**config.mk**
```make
export PLATFORM = sky130hd
export DESIGN_NAME = tdm_serializer_2ch
export DESIGN_NICKNAME = d
export VERILOG_FILES = /design/src/rtl/tdm_pkg.sv /design/src/rtl/tdm_lane.sv /design/src/rtl/tdm_serializer_2ch.sv
export SDC_FILE = /design/constraint.sdc
export NUM_CORES = 1
export LEC_CHECK = 0
export BUFFER_PORTS_ARGS = -buffer_cell sky130_fd_sc_hd__buf_2
export CAP_MARGIN = 10
export CELL_PAD_IN_SITES_DETAIL_PLACEMENT = 1
export CELL_PAD_IN_SITES_GLOBAL_PLACEMENT = 1
export CORE_ASPECT_RATIO = 0.5
export CORE_UTILIZATION = 35
export CTS_CLUSTER_SIZE = 40
export DETAILED_ROUTE_END_ITERATION = 7
export GPL_TIMING_DRIVEN = 0
export PLACE_DENSITY_LB_ADDON = 0.1
export SLEW_MARGIN = 20
export SYNTH_ARGS = -nofsm -noshare
export SYNTH_HDL_FRONTEND = slang
export SYNTH_SLANG_ARGS = --single-unit
```
**constraint.sdc**
```tcl
create_clock -name clk -period 1.5 [get_ports clk]
set_clock_uncertainty 0.05 [all_clocks]
set_input_delay 0.075 -clock clk [delete_from_list [all_inputs] [get_ports clk]]
set_output_delay 0.075 -clock clk [all_outputs]
set_load 0.005 [all_outputs]
```
**src/rtl/tdm_pkg.sv**
```systemverilog
// Shared types and sizing helpers for the two-channel TDM serializer.
// Define TDM_PARITY_EN to append an even-parity slot per lane to every frame.
package tdm_pkg;

   localparam int unsigned DefaultWidth = 8;

   typedef enum logic [0:0] {
      StIdle,
      StShift
   } state_e;

   // Slots per frame: two lanes interleaved, plus one parity slot per lane when enabled.
   function automatic int unsigned slot_count(input int unsigned width);
`ifdef TDM_PARITY_EN
      return 2 * (width + 1);
`else
      return 2 * width;
`endif
   endfunction

   function automatic int unsigned cnt_width(input int unsigned width);
      return $clog2(slot_count(width));
   endfunction

endpackage

```
**src/rtl/tdm_lane.sv**
```systemverilog
// One serializer lane: holding register with full flag feeding an MSB-first shift register.
// Under TDM_PARITY_EN an even-parity bit is appended below the data at transfer.
module tdm_lane
   import tdm_pkg::*;
#(
   parameter int unsigned WIDTH = DefaultWidth
) (
   input  logic             clk,
   input  logic             rst,
   input  logic [WIDTH-1:0] d,
   input  logic             v,
   output logic             r,
   input  logic             load,
   input  logic             shift,
   output logic             full,
   output logic             msb
);

`ifdef TDM_PARITY_EN
   localparam int unsigned SregW = WIDTH + 1;
`else
   localparam int unsigned SregW = WIDTH;
`endif

   logic [WIDTH-1:0] hold_q;
   logic             full_q;
   logic [SregW-1:0] sreg_q;
   logic [SregW-1:0] load_val;

   always_comb begin
`ifdef TDM_PARITY_EN
      load_val = {hold_q, ^hold_q};
`else
      load_val = hold_q;
`endif
   end

   // Accept and transfer never coincide: transfer needs full, accept needs empty.
   always_ff @(posedge clk) begin
      if (rst) begin
         hold_q <= '0;
         full_q <= 1'b0;
      end else if (load) begin
         full_q <= 1'b0;
      end else if (v && !full_q) begin
         hold_q <= d;
         full_q <= 1'b1;
      end
   end

   always_ff @(posedge clk) begin
      if (rst) begin
         sreg_q <= '0;
      end else if (load) begin
         sreg_q <= load_val;
      end else if (shift) begin
         sreg_q <= {sreg_q[SregW-2:0], 1'b0};
      end
   end

   assign r    = ~full_q;
   assign full = full_q;
   assign msb  = sreg_q[SregW-1];

endmodule

```
**src/rtl/tdm_serializer_2ch.sv**
```systemverilog
// Two-channel TDM serializer: frames both lanes bit-interleaved onto a 2:1 mux.
// Build with TDM_PARITY_EN to add a trailing even-parity slot pair per frame.
module tdm_serializer_2ch
   import tdm_pkg::*;
#(
   parameter int unsigned WIDTH = DefaultWidth
) (
   input  logic             clk,
   input  logic             rst,
   input  logic [WIDTH-1:0] d0,
   input  logic             v0,
   output logic             r0,
   input  logic [WIDTH-1:0] d1,
   input  logic             v1,
   output logic             r1,
   output logic [1:0]       mux_i,
   output logic             mux_s,
   output logic             frame,
   output logic             busy
);

   localparam int unsigned     SlotCount = slot_count(WIDTH);
   localparam int unsigned     CntW      = cnt_width(WIDTH);
   localparam logic [CntW-1:0] LastSlot  = CntW'(SlotCount - 1);

   state_e          state_q, state_d;
   logic [CntW-1:0] k_q, k_d;
   logic            load, shift;
   logic            full0, full1;
   logic            msb0, msb1;

   tdm_lane #(
      .WIDTH(WIDTH)
   ) u_lane0 (
      .clk  (clk),
      .rst  (rst),
      .d    (d0),
      .v    (v0),
      .r    (r0),
      .load (load),
      .shift(shift),
      .full (full0),
      .msb  (msb0)
   );

   tdm_lane #(
      .WIDTH(WIDTH)
   ) u_lane1 (
      .clk  (clk),
      .rst  (rst),
      .d    (d1),
      .v    (v1),
      .r    (r1),
      .load (load),
      .shift(shift),
      .full (full1),
      .msb  (msb1)
   );

   always_comb begin
      state_d = state_q;
      k_d     = k_q;
      load    = 1'b0;
      shift   = 1'b0;
      mux_i   = '0;
      mux_s   = 1'b0;
      frame   = 1'b0;
      busy    = 1'b0;
      unique case (state_q)
         StIdle: begin
            if (full0 && full1) begin
               load    = 1'b1;
               k_d     = '0;
               state_d = StShift;
            end
         end
         StShift: begin
            busy  = 1'b1;
            mux_s = k_q[0];
            mux_i = {msb1, msb0};
            frame = (k_q == '0);
            // Both lanes advance after the ch1 slot; a reload on the last slot overrides.
            shift = k_q[0];
            if (k_q == LastSlot) begin
               k_d = '0;
               if (full0 && full1) begin
                  load = 1'b1;
               end else begin
                  state_d = StIdle;
               end
            end else begin
               k_d = k_q + CntW'(1);
            end
         end
         default: state_d = StIdle;
      endcase
   end

   always_ff @(posedge clk) begin
      if (rst) begin
         state_q <= StIdle;
         k_q     <= '0;
      end else begin
         state_q <= state_d;
         k_q     <= k_d;
      end
   end

endmodule

```
# After elaboration in Yosys (flattened, before gate mapping)
# Cells that the tools add are included.
# word_totals
romBits	0
memories	0
latchBits	0
ram_bits	0
regBits	39
# classes
bitwise_logic	4
eq_ne	2
mux	16
n_reduce_logical	10
magnitude_cmp	0
div	0
n_addsub	1
mul	0
shift	0
# op_table
operator	n
$mux 8	4
$mux 4	2
$pmux 4 s2	1
$mux 1	6
$add 4x1->4 const B	1
$eq 4x4->1 const B	1
$logic_not 4->1	1
$not 1->1	4
$pmux 1 s2	2
$reduce_and 2->1	2
$logic_and 1x1->1	3
$logic_not 1->1	2
$mux 2	1
$ne 2x2->1 const B	1
$reduce_bool 2->1	1
$reduce_or 2->1	1

# Longest topological paths before layout
# Gate-level depths: netlist (run 1).
# logic_depth
ltp_word	6
mapped_depth	5

# Hierarchy
# A second synthesis (run 1) with hierarchy kept.
# unflattened
hier_cells	185
hier_area_um2	1823.0
# by_module_without_submodules
mod	cells_each	n_inst	seq_area_each_um2	area_per_inst_um2
tdm_lane	75	2	340.3	764.5
tdm_serializer_2ch	35	1	100.1	294.0

# Worst setup path after synthesis (run 1)
# OpenSTA, ideal clock, no wires.
# synth_path
kind	register -> register
start	register k_q[0]
end	register u_lane0.sreg_q[1]
stages_incl_launch_ff	6
arrival_time_ns	1.292
path_buffers	1
slack_ns	0.013
period_less_slack_ns	1.487
cell_sequence	dfxtp_1 ha_1 nand3_4 buf_2 a211oi_1 a211oi_2
# synth_via
elab_chain_len	4
elab_cells_between_ends	6
classes_between	1 x eq/ne; 4 x mux; 1 x reduce/logical
# synth_lines
element	line	source
start, declared	tdm_serializer_2ch.sv:27	logic [CntW-1:0] k_q, k_d;
start signal, assigned	tdm_serializer_2ch.sv:105	k_q <= k_d;
$eq 4x4->1	tdm_serializer_2ch.sv:84	if (k_q == LastSlot) begin
$mux 1	tdm_serializer_2ch.sv:84	
$pmux 1 s2	tdm_serializer_2ch.sv:69	unique case (state_q)
$mux 8 / $reduce_bool 2->1 (equally long branches)	n/a	
end signal, assigned	tdm_lane.sv:55	sreg_q <= load_val;
end signal, assigned	tdm_lane.sv:57	sreg_q <= {sreg_q[SregW-2:0], 1'b0};
end, declared	tdm_lane.sv:27	logic [SregW-1:0] sreg_q;
# Parallel ways exist; a longest one is shown, timed or not.
# A chain may end at the register's enable or synchronous reset.

# Final worst setup path (run 1)
# layout_path
start	register k_q[0]
end	register u_lane0.sreg_q[2]
# The elaborated chain is that of the path after synthesis.

==> impl_metrics.prom, run 1 <==
# TYPE chip_impl_metric gauge
chip_impl_metric{name="fraction_of_layout_instances_using_a_drive_strength_above_1",unit=""} 0.3153
chip_impl_metric{name="via_per_inst",unit=""} 4.990
chip_impl_metric{name="number_of_antenna_violations_at_the_first_check_in_global_routing",unit=""} 0
chip_impl_metric{name="final_min_period_over_clock_period",unit=""} 0.9629
chip_impl_metric{name="grt_use_met3",unit=""} 0.05242
chip_impl_metric{name="area_growth_from_synthesis_to_layout",unit="%"} 31.74
chip_impl_metric{name="wirelength_routed",unit="um"} 4233
chip_impl_metric{name="worst-r2r-setup-slack",unit="ps"} 60
chip_impl_metric{name="cp_data_arrival_time",unit="ps"} 1550
chip_impl_metric{name="synthesis.area",unit="um^2"} 1758
chip_impl_metric{name="cap_viol_max_count",unit=""} 0
chip_impl_metric{name="cts_htree_levels",unit=""} 2
chip_impl_metric{name="num_antenna_cells",unit=""} 0
chip_impl_metric{name="numClockSinks",unit=""} 39
chip_impl_metric{name="clock_path_buffers",unit=""} 2
chip_impl_metric{name="worst_path_largest_cell_delay",unit="ps"} 390
chip_impl_info{name="timing_worst_setup_path_type",value="flip-flop to flip-flop"} 1
chip_impl_metric{name="global_route.usage.met1",unit=""} 0.2305
chip_impl_metric{name="postSynthAreaPerCell",unit="um^2"} 10.22
chip_impl_metric{name="setup_viol_count_final",unit=""} 0
chip_impl_metric{name="seqPwrFrac",unit=""} 0.532
chip_impl_metric{name="timing.critical_path.buf_inv",unit=""} 1
chip_impl_info{name="cp_common_cell",value="sky130_fd_sc_hd__a211oi_2"} 1
chip_impl_metric{name="worstHoldPathCells",unit=""} 3
chip_impl_metric{name="vias",unit=""} 1437
chip_impl_metric{name="iteration_0_drc_markers",unit=""} 3
chip_impl_metric{name="setup-tns-final",unit="ps"} 0
chip_impl_metric{name="chipHeight",unit="um"} 52.12
chip_impl_metric{name="worstMarginPinSlew",unit="ps"} 707.0
chip_impl_metric{name="first_global_vias",unit=""} 1487
chip_impl_metric{name="p_sw_frac",unit=""} 0.2623
chip_impl_metric{name="num-nets-final",unit=""} 243
chip_impl_metric{name="routabilityCongestion",unit=""} 0.7270
chip_impl_metric{name="grt_util_all_layers",unit=""} 0.1846
chip_impl_metric{name="place.port_buffers",unit=""} 26
chip_impl_metric{name="pin_count_of_the_biggest_net_entering_global_routing",unit=""} 12
chip_impl_metric{name="synth_seq_cells",unit=""} 39
chip_impl_metric{name="ios",unit=""} 27
chip_impl_metric{name="ys_types",unit=""} 28
chip_impl_metric{name="area_of_the_core_region",unit="um^2"} 4616
chip_impl_info{name="min-delay-start",value="v1"} 1
chip_impl_metric{name="ys.warnings.count",unit=""} 0
chip_impl_info{name="setup.worst_path.start_class",value="flip-flop"} 1
chip_impl_metric{name="initial_util",unit=""} 0.3809
chip_impl_metric{name="dieArea",unit="um^2"} 5327
chip_impl_metric{name="async_reset_ff_frac",unit=""} 0
chip_impl_metric{name="cp_data_required_time",unit="ps"} 1600
chip_impl_info{name="worstHoldPathType",value="input pin to flip-flop"} 1
chip_impl_metric{name="worst_ir_drop_vdd",unit="uV"} 381.7
chip_impl_metric{name="critical_path.max_fanout",unit=""} 10
chip_impl_metric{name="final_cell_count_no_fill",unit=""} 288
chip_impl_metric{name="finalCriticalPeriod",unit="ps"} 1444
chip_impl_info{name="timing.rr.end",value="u_lane0.sreg_q[2]$_SDFFE_PP0P_"} 1
chip_impl_metric{name="place.detailed.instances",unit=""} 264
chip_impl_metric{name="path_clk_slew",unit="ps"} 80
chip_impl_metric{name="detail_route.first_pass.iterations",unit=""} 2
chip_impl_info{name="grt_most_used_layer",value="met2"} 1
chip_impl_metric{name="seq_area",unit="um^2"} 789.5
chip_impl_metric{name="drc_errors",unit=""} 0
chip_impl_metric{name="grt_first_pass_wirelength",unit="um"} 7107
chip_impl_metric{name="timing.final.hold_violations",unit=""} 0
chip_impl_metric{name="grt_util_met2",unit=""} 0.3143
chip_impl_metric{name="pwr-share-comb",unit=""} 0.139
chip_impl_info{name="critical_path.slowest_cell",value="sky130_fd_sc_hd__dfxtp_4"} 1
chip_impl_info{name="critical_path.endpoint_type",value="flip-flop"} 1
chip_impl_info{name="most_used_dff_post_synth",value="sky130_fd_sc_hd__dfxtp_1"} 1
chip_impl_metric{name="multi_input_gate_area_in_the_final_layout",unit="um^2"} 953.4
chip_impl_metric{name="power.static_leakage",unit="nW"} 0.9730
chip_impl_metric{name="clock.fmax",unit="MHz"} 692.3
chip_impl_metric{name="post-route-util",unit=""} 0.5018
chip_impl_metric{name="synth_edf_count",unit=""} 0
chip_impl_info{name="clk_root_buffer_cell",value="sky130_fd_sc_hd__clkbuf_8"} 1
chip_impl_metric{name="final_design_area_no_fill",unit="um^2"} 2316
chip_impl_metric{name="post-dp-hpwl",unit="um"} 2858
chip_impl_metric{name="slew-limit-headroom",unit=""} 0.5287
chip_impl_metric{name="cell_internal_pwr",unit="mW"} 1.573
chip_impl_info{name="startpoint_of_the_most_critical_register_to_register_path",value="k_q[0]$_SDFFE_PP0P_"} 1
chip_impl_metric{name="cts-buffers-inserted",unit=""} 5
chip_impl_metric{name="post_drt_wl_per_cell",unit="um"} 14.70
chip_impl_metric{name="placed_cell_area",unit="um^2"} 1971
chip_impl_metric{name="fp-row-count",unit=""} 17
chip_impl_info{name="list_of_cells_traversed_by_the_critical_path",value="ha_4 -> nand3_4 -> buf_6 -> a211oi_2 -> a211oi_2"} 1
chip_impl_metric{name="die_w",unit="um"} 102.2
chip_impl_metric{name="drtAntennaViolNets",unit=""} 0
chip_impl_metric{name="worst_skew_pair.late_latency",unit="ps"} 290
chip_impl_info{name="hold_path_end",value="u_lane1.full$_SDFFE_PP0P_"} 1
chip_impl_metric{name="switching_power",unit="uW"} 559.4
chip_impl_metric{name="synth_sequential_area_ratio",unit=""} 0.4441
chip_impl_metric{name="clockPowerShare",unit=""} 0.328
chip_impl_info{name="cts_tree",value="done"} 1
chip_impl_metric{name="synthCells",unit=""} 172
chip_impl_metric{name="fillerInstances",unit=""} 523
chip_impl_info{name="worst_path_dominant_cell_family",value="flip-flops"} 1
chip_impl_info{name="outcome",value="finished clean"} 1
chip_impl_metric{name="reg2regPathDepth",unit=""} 5
chip_impl_metric{name="power.density",unit="nW/um^2"} 920.8
chip_impl_metric{name="final_slew_violations",unit=""} 0
chip_impl_metric{name="grt_overflow_total",unit=""} 0
chip_impl_metric{name="postSynthNetCount",unit=""} 194
-- power groups by stage --
| stage | clock network [mW] | logic [mW] | registers, mW |
|---|---|---|---|
| 5_1_grt | 0.760 | 0.336 | 1.14 |
| 4_1_cts | 0.720 | 0.294 | 1.13 |
| 3_3_place_gp | 0 | 0.246 | 1.16 |
| 6_report | 0.700 | 0.297 | 1.14 |
| 2_1_floorplan | 0 | 0.178 | 1.14 |
| 3_5_place_dp | 0 | 0.251 | 1.16 |
-- synth_stat cells (2+ instances only) --
cell	n	area, um^2
sky130_fd_sc_hd__buf_2	5	25.02
sky130_fd_sc_hd__nand3b_1	4	30.03
sky130_fd_sc_hd__nor2b_1	3	18.77
sky130_fd_sc_hd__mux2i_1	32	320.3
sky130_fd_sc_hd__nor3_1	3	15.01
sky130_fd_sc_hd__ha_1	2	25.02
sky130_fd_sc_hd__nand2b_1	2	12.51
sky130_fd_sc_hd__a21oi_1	7	35.03
sky130_fd_sc_hd__inv_2	2	7.510
sky130_fd_sc_hd__nand2_2	2	12.51
sky130_fd_sc_hd__buf_4	2	15.01
sky130_fd_sc_hd__a211oi_1	18	135.1
sky130_fd_sc_hd__a211oi_2	10	125.1
sky130_fd_sc_hd__nor2_1	18	67.56
sky130_fd_sc_hd__and2_1	2	12.51
sky130_fd_sc_hd__clkbuf_1	4	15.01
sky130_fd_sc_hd__nand2_1	5	18.77
sky130_fd_sc_hd__dfxtp_1	39	780.8
sky130_fd_sc_hd__inv_1	3	11.26
-- worst max path at each step --
| stage | startpoint | to | depth (start not counted) |
|---|---|---|---|
| floorplan | k_q[0]$_SDFFE_PP0P_ | u_lane0.sreg_q[1]$_SDFFE_PP0P_ | 5 |
| global placement | k_q[0]$_SDFFE_PP0P_ | u_lane0.sreg_q[7]$_SDFFE_PP0P_ | 5 |
| detailed placement | k_q[0]$_SDFFE_PP0P_ | u_lane0.sreg_q[3]$_SDFFE_PP0P_ | 5 |
| CTS | state_q$_SDFF_PP0_ | frame | 5 |
| global route | state_q$_SDFF_PP0_ | frame | 5 |
| finish | k_q[0]$_SDFFE_PP0P_ | u_lane0.sreg_q[2]$_SDFFE_PP0P_ | 5 |
-- per-stage QoR --
step / hold WS (ps) / total power [mW] / setup slack [ps]
after detailed placement: 270.9 / 1.407 / -208.9
after floorplan: 172.2 / 1.322 / 13.46
after CTS: 11.03 / 2.149 / 1.943
final: 4.970 / 2.132 / 55.62
after global routing: 17.96 / 2.239 / -0.03542
after global placement: 258.3 / 1.401 / -178.5
-- what timing repair did --
action / CTS / global route
setup buffers: 0 / 0
hold endpoints to repair: 16 / 0
setup endpoints to repair: 19 / 13
pin swaps: 1 / 0
gates resized for setup: 16 / 10
hold buffers: 16 / 0
-- state kept, by name, indices dropped and copies added, names as in the netlist --
name,count
u_lane0.hold_q,8
u_lane0.sreg_q,8
u_lane1.hold_q,8
u_lane1.sreg_q,8
k_q,4
state_q,1
u_lane0.full,1
u_lane1.full,1
-- placed cells by master (no fill, tap or decap), types with 2 or more instances in the layout --
cell	count
sky130_fd_sc_hd__and2_1	2
sky130_fd_sc_hd__buf_2	29
sky130_fd_sc_hd__mux2i_1	32
sky130_fd_sc_hd__inv_2	2
sky130_fd_sc_hd__inv_1	3
sky130_fd_sc_hd__nor3_1	3
sky130_fd_sc_hd__a211oi_2	18
sky130_fd_sc_hd__clkbuf_1	5
sky130_fd_sc_hd__dfxtp_1	36
sky130_fd_sc_hd__nand2b_1	2
sky130_fd_sc_hd__nor2b_1	3
sky130_fd_sc_hd__nand3b_1	4
sky130_fd_sc_hd__a211oi_1	10
sky130_fd_sc_hd__dfxtp_4	2
sky130_fd_sc_hd__buf_6	3
sky130_fd_sc_hd__dlygate4sd3_1	16
sky130_fd_sc_hd__nand2_1	5
sky130_fd_sc_hd__clkbuf_8	6
sky130_fd_sc_hd__nor2_1	18
sky130_fd_sc_hd__a21oi_1	7
-- worst min-delay path, stage by stage --
cell                     delay [ps]
sky130_fd_sc_hd__buf_2          100
sky130_fd_sc_hd__nor2_1          80
sky130_fd_sc_hd__nor3_1          50
-- kinds of logic (layout without fill, tap and decap cells) --
family | after synthesis | after routing | synth area share
buffers and inverters | 18 | 68 | 0.05053
adder cells (fa/ha/maj) | 2 | 2 | 0.01423
multiplexers | 32 | 32 | 0.1822
AO/OA/AOI/OAI | 39 | 39 | 0.1851
AND/OR/NAND/NOR | 42 | 42 | 0.1238
flip-flops | 39 | 39 | 0.4441
-- layer usage --
metal / vias up / share of wire
li1: 715 / -
met1: 697 / 0.50
met2: 18 / 0.46
met3: 7 / 0.028
met4: 0 / 0.0085
met5: - / 0
-- layout make-up --
cell class                 count  area share
buffer                        13     0.04322
clock buffer                   7     0.03296
clock inverter                 1    0.002161
inverter                       5    0.008104
multi-input combinational    115      0.4117
sequential                    39      0.3409
tap                           66     0.03566
timing repair buffer          42      0.1253
No activity file was read; power rests on OpenSTA's default activity.
==> run 2: changes to the inputs <==
--- a/config.mk
+++ b/config.mk
@@ -18,4 +18,5 @@
 export SLEW_MARGIN = 20
 export SYNTH_ARGS = -nofsm -noshare
 export SYNTH_HDL_FRONTEND = slang
+export SYNTH_HIERARCHICAL = 1
 export SYNTH_SLANG_ARGS = --single-unit
==> impl_metrics.prom, run 2 <==
# TYPE chip_impl_metric gauge
chip_impl_metric{name="post_drt_wl_per_cell",unit="um"} 13.42
chip_impl_metric{name="synthCells",unit=""} 185
chip_impl_metric{name="routed-wl-met2",unit="um"} 2017
chip_impl_metric{name="vias",unit=""} 1492
chip_impl_metric{name="finalCriticalPeriod",unit="ps"} 1524
chip_impl_metric{name="number_of_antenna_violations_at_the_first_check_in_global_routing",unit=""} 0
chip_impl_metric{name="postSynthAreaPerCell",unit="um^2"} 9.854
chip_impl_info{name="cts_tree",value="done"} 1
chip_impl_metric{name="reg2regPathDepth",unit=""} 6
chip_impl_metric{name="routedLengthMet1",unit="um"} 2044
chip_impl_metric{name="whs",unit="ps"} 6.379
chip_impl_metric{name="final_slew_violations",unit=""} 0
chip_impl_metric{name="cts_htree_levels",unit=""} 2
chip_impl_metric{name="place.port_buffers",unit=""} 26
chip_impl_info{name="worstHoldPathType",value="input pin to flip-flop"} 1
chip_impl_metric{name="clock_path_buffers",unit=""} 2
chip_impl_metric{name="first_global_vias",unit=""} 1455
chip_impl_metric{name="postSynthNetCount",unit=""} 207
chip_impl_metric{name="ys.warnings.count",unit=""} 6
chip_impl_metric{name="dieArea",unit="um^2"} 5519
chip_impl_info{name="critical_path.endpoint_type",value="flip-flop"} 1
chip_impl_metric{name="worst_path_largest_cell_delay",unit="ps"} 370
chip_impl_metric{name="pin_count_of_the_biggest_net_entering_global_routing",unit=""} 21
chip_impl_metric{name="power.density",unit="nW/um^2"} 980.5
chip_impl_metric{name="worst_ir_drop_vdd",unit="uV"} 436.7
chip_impl_metric{name="cap_viol_max_count",unit=""} 0
chip_impl_info{name="critical_path.slowest_cell",value="sky130_fd_sc_hd__dfxtp_4"} 1
chip_impl_metric{name="worst_skew_pair.late_latency",unit="ps"} 300
chip_impl_metric{name="path_clk_slew",unit="ps"} 80
chip_impl_metric{name="area_growth_from_synthesis_to_layout",unit="%"} 40.08
chip_impl_metric{name="iteration_0_drc_markers",unit=""} 40
chip_impl_metric{name="synth_sequential_area_ratio",unit=""} 0.4283
chip_impl_info{name="list_of_cells_traversed_by_the_critical_path",value="ha_4 -> nand3_4 -> a21oi_4 -> buf_4 -> inv_1 -> a211oi_1"} 1
chip_impl_metric{name="critical_path_depth",unit=""} 6
chip_impl_metric{name="async_reset_ff_frac",unit=""} 0
chip_impl_metric{name="power.total",unit="mW"} 2.504
chip_impl_info{name="setup.worst_path.start_class",value="flip-flop"} 1
chip_impl_metric{name="clockPowerShare",unit=""} 0.417
chip_impl_info{name="synth.area.top_cells",value="sky130_fd_sc_hd__dfxtp_1, sky130_fd_sc_hd__mux2i_1, sky130_fd_sc_hd__nand2b_1"} 1
chip_impl_metric{name="area_of_the_core_region",unit="um^2"} 4977
chip_impl_metric{name="initial_util",unit=""} 0.3663
chip_impl_metric{name="grt_first_pass_wirelength",unit="um"} 6803
chip_impl_info{name="grt_setup_unrepaired",value="yes"} 1
chip_impl_metric{name="switching_power",unit="uW"} 566.1
chip_impl_metric{name="die_w",unit="um"} 104.1
chip_impl_info{name="clk_root_buffer_cell",value="sky130_fd_sc_hd__clkbuf_8"} 1
chip_impl_metric{name="ys_types",unit=""} 25
chip_impl_info{name="most-common-layout-cells",value="sky130_fd_sc_hd__nand2b_1, sky130_fd_sc_hd__dfxtp_1, sky130_fd_sc_hd__mux2i_1, sky130_fd_sc_hd__buf_2, sky130_fd_sc_hd__dlygate4sd3_1"} 1
chip_impl_metric{name="timing.critical_path.buf_inv",unit=""} 2
chip_impl_metric{name="synthesis.area",unit="um^2"} 1823
chip_impl_metric{name="fraction_of_layout_instances_using_a_drive_strength_above_1",unit=""} 0.3265
chip_impl_metric{name="power.static_leakage",unit="nW"} 0.9709
chip_impl_metric{name="synth_seq_cells",unit=""} 39
chip_impl_metric{name="ios",unit=""} 27
chip_impl_metric{name="cts-buffers-inserted",unit=""} 5
chip_impl_metric{name="chipHeight",unit="um"} 53.03
chip_impl_metric{name="cp_data_required_time",unit="ps"} 1660
chip_impl_metric{name="critical_path.max_fanout",unit=""} 10
chip_impl_metric{name="worst-r2r-setup-slack",unit="ps"} -20
chip_impl_metric{name="setup_viol_count_final",unit=""} 9
chip_impl_metric{name="routabilityCongestion",unit=""} 0.7231
chip_impl_metric{name="worstHoldPathCells",unit=""} 3
chip_impl_info{name="most_used_dff_post_synth",value="sky130_fd_sc_hd__dfxtp_1"} 1
chip_impl_metric{name="drc_errors",unit=""} 0
chip_impl_info{name="timing_worst_setup_path_type",value="flip-flop to flip-flop"} 1
chip_impl_metric{name="wirelength_routed",unit="um"} 4227
chip_impl_metric{name="cp_data_arrival_time",unit="ps"} 1680
chip_impl_metric{name="clock.fmax",unit="MHz"} 656.3
chip_impl_metric{name="grt_util_all_layers",unit=""} 0.1627
chip_impl_metric{name="grt_overflow_total",unit=""} 0
chip_impl_info{name="worst_path_dominant_cell_family",value="compound AO/OA/AOI/OAI gates"} 1
chip_impl_metric{name="pwr-share-comb",unit=""} 0.129
chip_impl_metric{name="slew-limit-headroom",unit=""} 0.7614
chip_impl_metric{name="dr_wl_met3",unit="um"} 127
chip_impl_metric{name="detail_route.first_pass.iterations",unit=""} 4
chip_impl_metric{name="timing.final.hold_violations",unit=""} 0
chip_impl_metric{name="worstMarginPinSlew",unit="ps"} 357.9
chip_impl_metric{name="area_share_of_the_largest_cell_type_after_synthesis",unit=""} 0.4283
chip_impl_info{name="synth_common_cells",value="sky130_fd_sc_hd__dfxtp_1, sky130_fd_sc_hd__nand2b_1, sky130_fd_sc_hd__mux2i_1, sky130_fd_sc_hd__a211oi_1, sky130_fd_sc_hd__nor2b_1"} 1
chip_impl_info{name="yosys.area.top_type",value="sky130_fd_sc_hd__dfxtp_1"} 1
chip_impl_metric{name="cell_internal_pwr",unit="mW"} 1.938
chip_impl_metric{name="numClockSinks",unit=""} 39
chip_impl_metric{name="p_sw_frac",unit=""} 0.2261
chip_impl_metric{name="via_per_inst",unit=""} 4.737
chip_impl_metric{name="drtAntennaViolNets",unit=""} 0
chip_impl_info{name="synth.most_common_cell",value="sky130_fd_sc_hd__dfxtp_1"} 1
chip_impl_metric{name="fillerInstances",unit=""} 568
chip_impl_metric{name="seqPwrFrac",unit=""} 0.454
chip_impl_metric{name="final_min_period_over_clock_period",unit=""} 1.016
chip_impl_metric{name="num_antenna_cells",unit=""} 0
chip_impl_metric{name="num-nets-final",unit=""} 266
chip_impl_metric{name="fp-row-count",unit=""} 18
chip_impl_metric{name="post-dp-hpwl",unit="um"} 2625
chip_impl_metric{name="synth_edf_count",unit=""} 0
chip_impl_info{name="violations_in_the_final_reports",value="setup timing"} 1
chip_impl_metric{name="worst_slack",unit="ps"} -23.60
chip_impl_info{name="outcome",value="finished with violations"} 1
chip_impl_info{name="highest-signal-layer",value="met4"} 1
run 2: cell types whose count changed after synthesis, moves of 3 or more:
cell and delta:
sky130_fd_sc_hd__a211oi_1 -4, sky130_fd_sc_hd__a211oi_2 -10, sky130_fd_sc_hd__inv_1 +3, sky130_fd_sc_hd__nand2b_1 +32, sky130_fd_sc_hd__nand3b_1 -3, sky130_fd_sc_hd__nor2_1 -15, sky130_fd_sc_hd__nor2b_1 +11
run 2: logic make-up (layout without fill, tap and decap cells):
group,Yosys count,in the layout,synth area share
simple gates,72,72,0.2361
flops,39,39,0.4283
mux,30,30,0.1647
compound gates,25,25,0.1030
buf+inv,17,77,0.05422
fa+ha+maj,2,2,0.01372
run 2: path summary, 6_finish.rpt:
path	startpoint	endpoint
max	k_q[0]$_SDFFE_PP0P_	u_lane0/sreg_q[2]$_SDFFE_PP0P_
min	d1[6]	u_lane1/hold_q[6]$_SDFFE_PP0P_
max reg2reg	k_q[0]$_SDFFE_PP0P_	u_lane0/sreg_q[2]$_SDFFE_PP0P_
min reg2reg	u_lane1/hold_q[0]$_SDFFE_PP0P_	u_lane1/sreg_q[0]$_SDFFE_PP0P_
run 2: repair_timing:
item | 4_1_cts | 5_1_grt
endpoints found under the setup margin | 34 | 33
endpoints found under the hold margin | 17 | 0
gates resized for setup | 26 | 10
hold buffers | 17 | 0
setup buffers | 8 | 1
cloned | 0 | 0
pin swaps | 4 | 5
run 2: tightest hold or removal path: cells and delay by family:
kind	cells	cell delay [ps]
mux	1	70
simple gates	1	60
buf+inv	1	100
run 2: power by group through the flow:
stage | combinational (mW) | sequential, mW | clock, mW
final | 0.323 | 1.14 | 1.05
after global routing | 0.355 | 1.14 | 1.13
after CTS | 0.315 | 1.13 | 1.08
after detailed placement | 0.244 | 1.16 | 0
after global placement | 0.238 | 1.16 | 0
after floorplan | 0.170 | 1.15 | 0
run 2: layout make-up:
| cell class | instances | area, um^2 | share of cell area |
|---|---|---|---|
| tap | 70 | 87.58 | 0.03430 |
| sequential | 39 | 792.0 | 0.3101 |
| inverter | 6 | 26.28 | 0.01029 |
| timing repair buffer | 52 | 371.6 | 0.1455 |
| multi-input combinational | 129 | 1051 | 0.4116 |
| clock buffer | 6 | 72.57 | 0.02842 |
| buffer | 11 | 92.59 | 0.03626 |
| clock inverter | 2 | 60.06 | 0.02352 |
run 2: per-stage QoR:
| step | setup TNS (ps) | utilization | setup WS [ps] | cell area, um^2 | instances |
|---|---|---|---|---|---|
| after detailed placement | -9505 | 0.4113 | -432.3 | 2047 | 281 |
| after global routing | -2024 | 0.5131 | -117.8 | 2554 | 315 |
| after floorplan | -166.3 | - | -11.88 | 1829 | 185 |
| final | -105.6 | 0.5131 | -23.60 | 2554 | 315 |
| after global placement | -7706 | 0.4113 | -365.7 | 2047 | 281 |
| after CTS | -246.2 | 0.5058 | -50.99 | 2517 | 314 |
run 2: routing by layer:
metal | global-route usage | vias up
met3 | 0.05172 | 5
met5 | 0 | -
met1 | 0.1944 | 716
met2 | 0.2856 | 17
li1 | - | 754
met4 | 0.05000 | 0
